**src/rtl/coin_vend_fsm.sv**
```systemverilog
// coin_vend_fsm -- coin-operated vending controller.
//
// Accepts coins of 1, 2 or 3 units per clock and accumulates credit until the
// price is reached, then issues a one-cycle vend pulse. A cancel request
// refunds the credit, including any coin that arrives on the same edge.
// Every output is registered or decoded from registered state only, so it
// never depends combinationally on Din or Cancel.
//
// Optional feature:
//   COIN_CHANGE_EN  When defined, the vend cycle returns the overpayment on
//                   Change (sum - PRICE). When undefined, the overpayment is
//                   kept and Change reads 0 in the vend cycle.
//
// Parameters:
//   PRICE    vend price in coin units, legal range 1 .. 2**CNT_W - 4
//   CNT_W    width of the credit and change datapath
//
// Ports:
//   Clk      input         system clock; all state changes on its rising edge
//   Reset_n  input         asynchronous active-low reset
//   Din      input  [1:0]  coin value this cycle (00 none, 01 one, 10 two, 11 three)
//   Cancel   input         abort request; refunds the credit when it is non-zero
//   Dout     output        vend pulse, high for the single VEND cycle
//   Refund   output        refund pulse, high for the single REFUND cycle
//   Change   output [W]    amount returned; non-zero only in VEND or REFUND
//   Credit   output [W]    current accumulated credit

module coin_vend_fsm #(
  parameter int unsigned PRICE = 4,
  parameter int unsigned CNT_W = 4
) (
  input  logic             Clk,
  input  logic             Reset_n,
  input  logic [1:0]       Din,
  input  logic             Cancel,
  output logic             Dout,
  output logic             Refund,
  output logic [CNT_W-1:0] Change,
  output logic [CNT_W-1:0] Credit
);

  localparam logic [CNT_W-1:0] PriceW = CNT_W'(PRICE);

  // One-hot encoding leaves twelve illegal codes; each one falls to the
  // default branch and returns to StIdle with cleared registers.
  typedef enum logic [3:0] {
    StIdle   = 4'b0001,
    StAccum  = 4'b0010,
    StVend   = 4'b0100,
    StRefund = 4'b1000
  } state_e;

  state_e           state_q, state_d;
  logic [CNT_W-1:0] credit_q, credit_d;
  logic [CNT_W-1:0] change_q, change_d;
  logic [CNT_W-1:0] sum;
  logic [CNT_W-1:0] vend_change;

  // The binary value of Din equals its coin value. With PRICE at most
  // 2**CNT_W - 4, credit stays below PRICE, so credit + 3 cannot wrap.
  assign sum = credit_q + CNT_W'(Din);

`ifdef COIN_CHANGE_EN
  assign vend_change = sum - PriceW;
`else
  assign vend_change = '0;
`endif

  always_comb begin
    state_d  = state_q;
    credit_d = credit_q;
    change_d = '0;
    case (state_q)
      StIdle, StAccum: begin
        if (Cancel && (sum != '0)) begin
          // Cancel wins over reaching the price on the same edge; the coin
          // arriving with it is part of the refund.
          state_d  = StRefund;
          credit_d = '0;
          change_d = sum;
        end else if (sum >= PriceW) begin
          state_d  = StVend;
          credit_d = '0;
          change_d = vend_change;
        end else if (sum != '0) begin
          state_d  = StAccum;
          credit_d = sum;
        end else begin
          // No coin and no credit; a lone Cancel has nothing to refund.
          state_d  = StIdle;
          credit_d = '0;
        end
      end
      StVend, StRefund: begin
        // Single-cycle states; coins presented now are not counted.
        state_d  = StIdle;
        credit_d = '0;
        change_d = '0;
      end
      default: begin
        state_d  = StIdle;
        credit_d = '0;
        change_d = '0;
      end
    endcase
  end

  always_ff @(posedge Clk or negedge Reset_n) begin
    if (!Reset_n) begin
      state_q  <= StIdle;
      credit_q <= '0;
      change_q <= '0;
    end else begin
      state_q  <= state_d;
      credit_q <= credit_d;
      change_q <= change_d;
    end
  end

  // Decoded by full compare so an illegal code never pulses an output.
  assign Dout   = (state_q == StVend);
  assign Refund = (state_q == StRefund);
  assign Change = change_q;
  assign Credit = credit_q;

endmodule

```
**config.mk**
```make
export PLATFORM = sky130hd
export DESIGN_NAME = coin_vend_fsm
export DESIGN_NICKNAME = d
export VERILOG_FILES = /design/src/rtl/coin_vend_fsm.sv
export SDC_FILE = /design/constraint.sdc
export NUM_CORES = 1
export LEC_CHECK = 0
export CELL_PAD_IN_SITES_DETAIL_PLACEMENT = 1
export CELL_PAD_IN_SITES_GLOBAL_PLACEMENT = 1
export CORE_UTILIZATION = 34
export CTS_BUF_LIST = sky130_fd_sc_hd__clkbuf_16
export DETAILED_ROUTE_END_ITERATION = 8
export PLACE_DENSITY = 0.75
export SLEW_MARGIN = 15
export SYNTH_ARGS = -nofsm -noshare
export SYNTH_HDL_FRONTEND = slang
export SYNTH_SLANG_ARGS = --single-unit
```
**constraint.sdc**
```tcl
create_clock -name Clk -period 1.9 [get_ports Clk]
set_clock_uncertainty 0.05 [all_clocks]
set_input_delay 0.38 -clock Clk [delete_from_list [all_inputs] [get_ports Clk]]
set_output_delay 0.38 -clock Clk [all_outputs]
set_load 0.005 [all_outputs]
```
Word-level counts from Yosys, hierarchy flattened
Index checks and enable logic that the tools add are counted.
{ "totals": {"elab_cells": 22, "regBits": 12, "inputBits": 5, "out_inout_bits": 10} }
{ "classes": {"n_lt_le_gt_ge": 1, "eq_ne": 4, "muxes": 10, "reduce_logical": 3, "addsub": 1} }
{ "ops": {"columns": ["cell", "count"], "rows": [
  ["$mux W4", 8],
  ["$add A4 B2 Y4", 1],
  ["$eq A4 B1 Y1 const B", 1],
  ["$eq A4 B2 Y1 const B", 1],
  ["$eq A4 B3 Y1 const B", 1],
  ["$eq A4 B4 Y1 const B", 1],
  ["$ge A4 B3 Y1 const B", 1],
  ["$reduce_bool A4 Y1", 1],
  ["$mux W3", 1],
  ["$mux W2", 1],
  ["$reduce_or A2 Y1", 1],
  ["$logic_and A1 B1 Y1", 1]
]} }

Longest topological paths before layout
{ "logic_depth": {"ltp_word": 6, "depth_mapped": 5} }

Worst setup path after synthesis
No wires, ideal clock.
{ "synth_timing": {"kind": "input to register", "start": "input Din[0]", "end": "register state_q[1]", "setup_slack_ps": 300, "n_path_buf": 0, "stages": 5, "arrival_time_ps": 1454, "setup_time_ps": 95, "cell_sequence": "ha_1 fa_1 nor3_1 a31o_2 nor4b_2"} }
{ "synth_via": {"elab_chain_len": 6} }
{ "synth_lines": {"columns": ["element", "line_no", "source"], "rows": [
  ["start, declared", "34", "input logic [1:0] Din,"],
  ["$add A4 B2 Y4 *", "61", "assign sum = credit_q + CNT_W'(Din);"],
  ["branches (longest 3 deep; another with $ge A4 B3 Y1)", null, null],
  ["$mux W4 *", "75", "if (Cancel && (sum != '0)) begin"],
  ["$mux W4 *", "73", "case (state_q)"],
  ["named net state_d[1]", "53", "state_e state_q, state_d;"],
  ["end signal, assigned", "110", "state_q <= StIdle;"],
  ["end signal, assigned", "114", "state_q <= state_d;"],
  ["end, declared", "53", null]
]} }
Mark *: on every way through the listed nets, which the timed path passes.

Worst setup path in the final report
Same ends and word-level chain as after synthesis.

==> flow_summary.toml <==
[setup_path]
critical_path.max_stage_delay_ps = 410
r2r_start = "Credit[1]$_DFF_PN0_"
critPathArrivalTime_ps = 1910
kind_of_launch_point_of_the_worst_setup_path = "primary input"
worstPathRequired_ps = 2000
timing.critical_path.cells = "clkdlybuf4s50_1 > ha_1 > fa_2 > nor3_2 > a31o_2 > nor4b_2"
worstSetupEndpointType = "flop"
slowest_cell_on_the_critical_path = "sky130_fd_sc_hd__clkdlybuf4s50_1"
worstSetupPathType = "in2reg"
maximum_fanout_along_the_worst_path = 6
cp_num_buf_inv = 1
worst-r2r-setup-slack_ps = 250
reg2reg_depth = 5
critPathTopFamily = "adder cells"
crit-reg2reg-capture = "state_q[1]$_DFF_PN0_"

[layout]
filler_cell_count = 151
antenna_cells_inserted = 0
final_nets = 72
layout.cells.most_common_list = "sky130_fd_sc_hd__clkdlybuf4s50_1, sky130_fd_sc_hd__dfrtp_1, sky130_fd_sc_hd__and3_1"
fin_cells = 78
layout_commonest_cell = "sky130_fd_sc_hd__clkdlybuf4s50_1"
share_of_final_layout_standard_cells_stronger_than_drive_strength_1_pct = 22.2
syn2layout_area_growth_pct = 53.6

[power]
irDropWorstVdd_mv = 0.553
static-leakage-power_nw = 0.396
power_density_mw_per_mm2 = 1220

[cts]
cts-root-buf = "sky130_fd_sc_hd__clkbuf_16"
clockBufferDepth = 2
cts_tree = "yes"
postCtsSetupBuffers = 0
cts_hold_buf = 0
cts_buffers = 3
cts.sinks = 12
clkSlewWorstSetupHoldPaths_ps = 40
worst_skew_pair.late_latency_ps = 240
cts_htree_levels = 1

[timing]
min_period_ps = 1820
timing.final.crit_share_pct = 95.8
timing.final.ws_setup_ps = 80.5
tightest_slew_ps = 541
slew_headroom_pct = 63.8
finalSetupViolCount = 0
grt_setup_unrepaired = "yes"
max_clock_freq_mhz = 550
finalHoldViolations = 0
slew_violations = 0

[synthesis]
number_of_distinct_standard_cells_referenced_by_the_synthesized_netlist = 19
yosys_register_bits = 12
sequential_share_of_the_synthesized_area_pct = 57.7
synth-edff-count = 0
dominantRegCellSynth = "sky130_fd_sc_hd__dfrtp_1"
asr_flop_ratio_synth_pct = 100
synth_warnings = 0
netlist_area_um2 = 523
post_synth.cell_area_avg_um2 = 12.8
count_of_mapped_cells_out_of_synthesis = 41

[routing]
avgRoutedWirePerCell_um = 14.1
avgViaCountPerCell = 4.99
firstDrtPassIters = 2
ant_nets = 0
totalWireLength_mm = 1.10
num_vias = 389
initialDrtViolationCount = 3
drc_errors = 0

[place]
hpwlAfterDp_um = 825
preCtsSetupSlack_ps = -232
placedCellCount = 74
globalplace.congestion = 0.700
buffer_ports.inserted = 14

[global_route]
grt_antenna_before_repair = 0
vias_in_the_first_global_route = 368
grt_overflow = 0
grt_pass1_wl_mm = 1.64
globalRouteTotalUtil_pct = 16.5
grt_start_max_net_pins = 13

[die]
floorplan.die_area_mm2 = 0.00170
design.core.area_mm2 = 0.00137
floorplan.initialDensity_pct = 38.3
boundaryPins = 15
placement_rows = 13
chipWidth_um = 41.2
dieHeight_um = 41.2

[worst_hold_path]
hold_path.class = "in2async"

[job]
max_cap_violations = 0

[status]
run_status = "completed"
-- synthesized netlist by cell type, types with 2 or more instances --
cell	number	share of area, %
sky130_fd_sc_hd__dfrtp_1	11	53
sky130_fd_sc_hd__and3_1	4	4.8
sky130_fd_sc_hd__nor2_1	3	2.2
sky130_fd_sc_hd__nor3_1	3	2.9
sky130_fd_sc_hd__xnor2_1	3	5.0
sky130_fd_sc_hd__a21oi_1	2	1.9
sky130_fd_sc_hd__ha_1	2	4.8
sky130_fd_sc_hd__nor4b_1	2	3.3
-- per-layer routing --
| layer | vias up | track usage [%] | part of all wire [%] |
|---|---|---|---|
| met2 | 15 | 25.0 | 48 |
| met5 | - | 0 | 0 |
| li1 | 184 | - | - |
| met4 | 0 | 12.1 | 2.5 |
| met1 | 187 | 19.7 | 43 |
| met3 | 3 | 4.89 | 6.4 |
-- worst max path at each step --
stage	depth (start not counted)	from	end	slack [ps]
floorplan	5	Din[0]	state_q[1]$_DFF_PN0_	300
global placement	6	Din[0]	state_q[1]$_DFF_PN0_	-180
detailed placement	6	Din[0]	state_q[1]$_DFF_PN0_	-230
CTS	2	state_q[1]$_DFF_PN0_	Refund	1
global route	6	Din[1]	state_q[1]$_DFF_PN0_	-20
finish	6	Din[0]	state_q[1]$_DFF_PN0_	80
-- registers in the layout, indices dropped and copies added, names as in the netlist --
| signal | count |
|---|---|
| Change | 4 |
| Credit | 4 |
| state_q | 4 |
-- cells by family (layout without fill, tap and decap cells) --
| family | count (synthesis) | count (layout) | share of synthesized area, % |
|---|---|---|---|
| simple gates | 17 | 17 | 21.3 |
| flops | 12 | 12 | 57.7 |
| compound gates | 4 | 4 | 5.02 |
| xor+xnor | 4 | 4 | 6.70 |
| fa+ha+maj | 3 | 3 | 8.61 |
| other cells | 1 | 2 | 0.717 |
| buf+inv | 0 | 21 | 0 |
-- layout make-up --
class	count	area [µm²]	area share, %
flip-flops and latches	12	302	37.5
multi-input cells	30	236	29.4
repair buffers	17	168	20.9
clock buffers	3	75.1	9.35
well taps	15	18.8	2.34
clock inverters	1	3.75	0.467
-- where the power goes --
group	switching [mW]	leakage, nW	internal, mW
registers	0.0387	0.155	0.316
clock network	0.105	0.0423	0.276
logic	0.105	0.198	0.141
total	0.248	0.396	0.734
-- through the flow --
stage / power [mW] / util, % / setup TNS, ps / instance area [µm²] / hold slack (ps)
floorplan: 0.483 / - / 0 / 527 / 34.4
global placement: 0.593 / 51.8 / -850 / 708 / 556
detailed placement: 0.604 / 51.8 / -1120 / 708 / 560
CTS: 0.993 / 58.1 / 0 / 793 / 462
global route: 1.03 / 58.8 / -26.5 / 803 / 500
finish: 0.982 / 58.8 / 0 / 803 / 447
-- timing repair --
item                                    4_1_cts  5_1_grt
resized for setup                             2        3
endpoints found under the setup margin        1        6
cloned                                        0        0
Note: power is estimated with default switching activity, not from simulation.
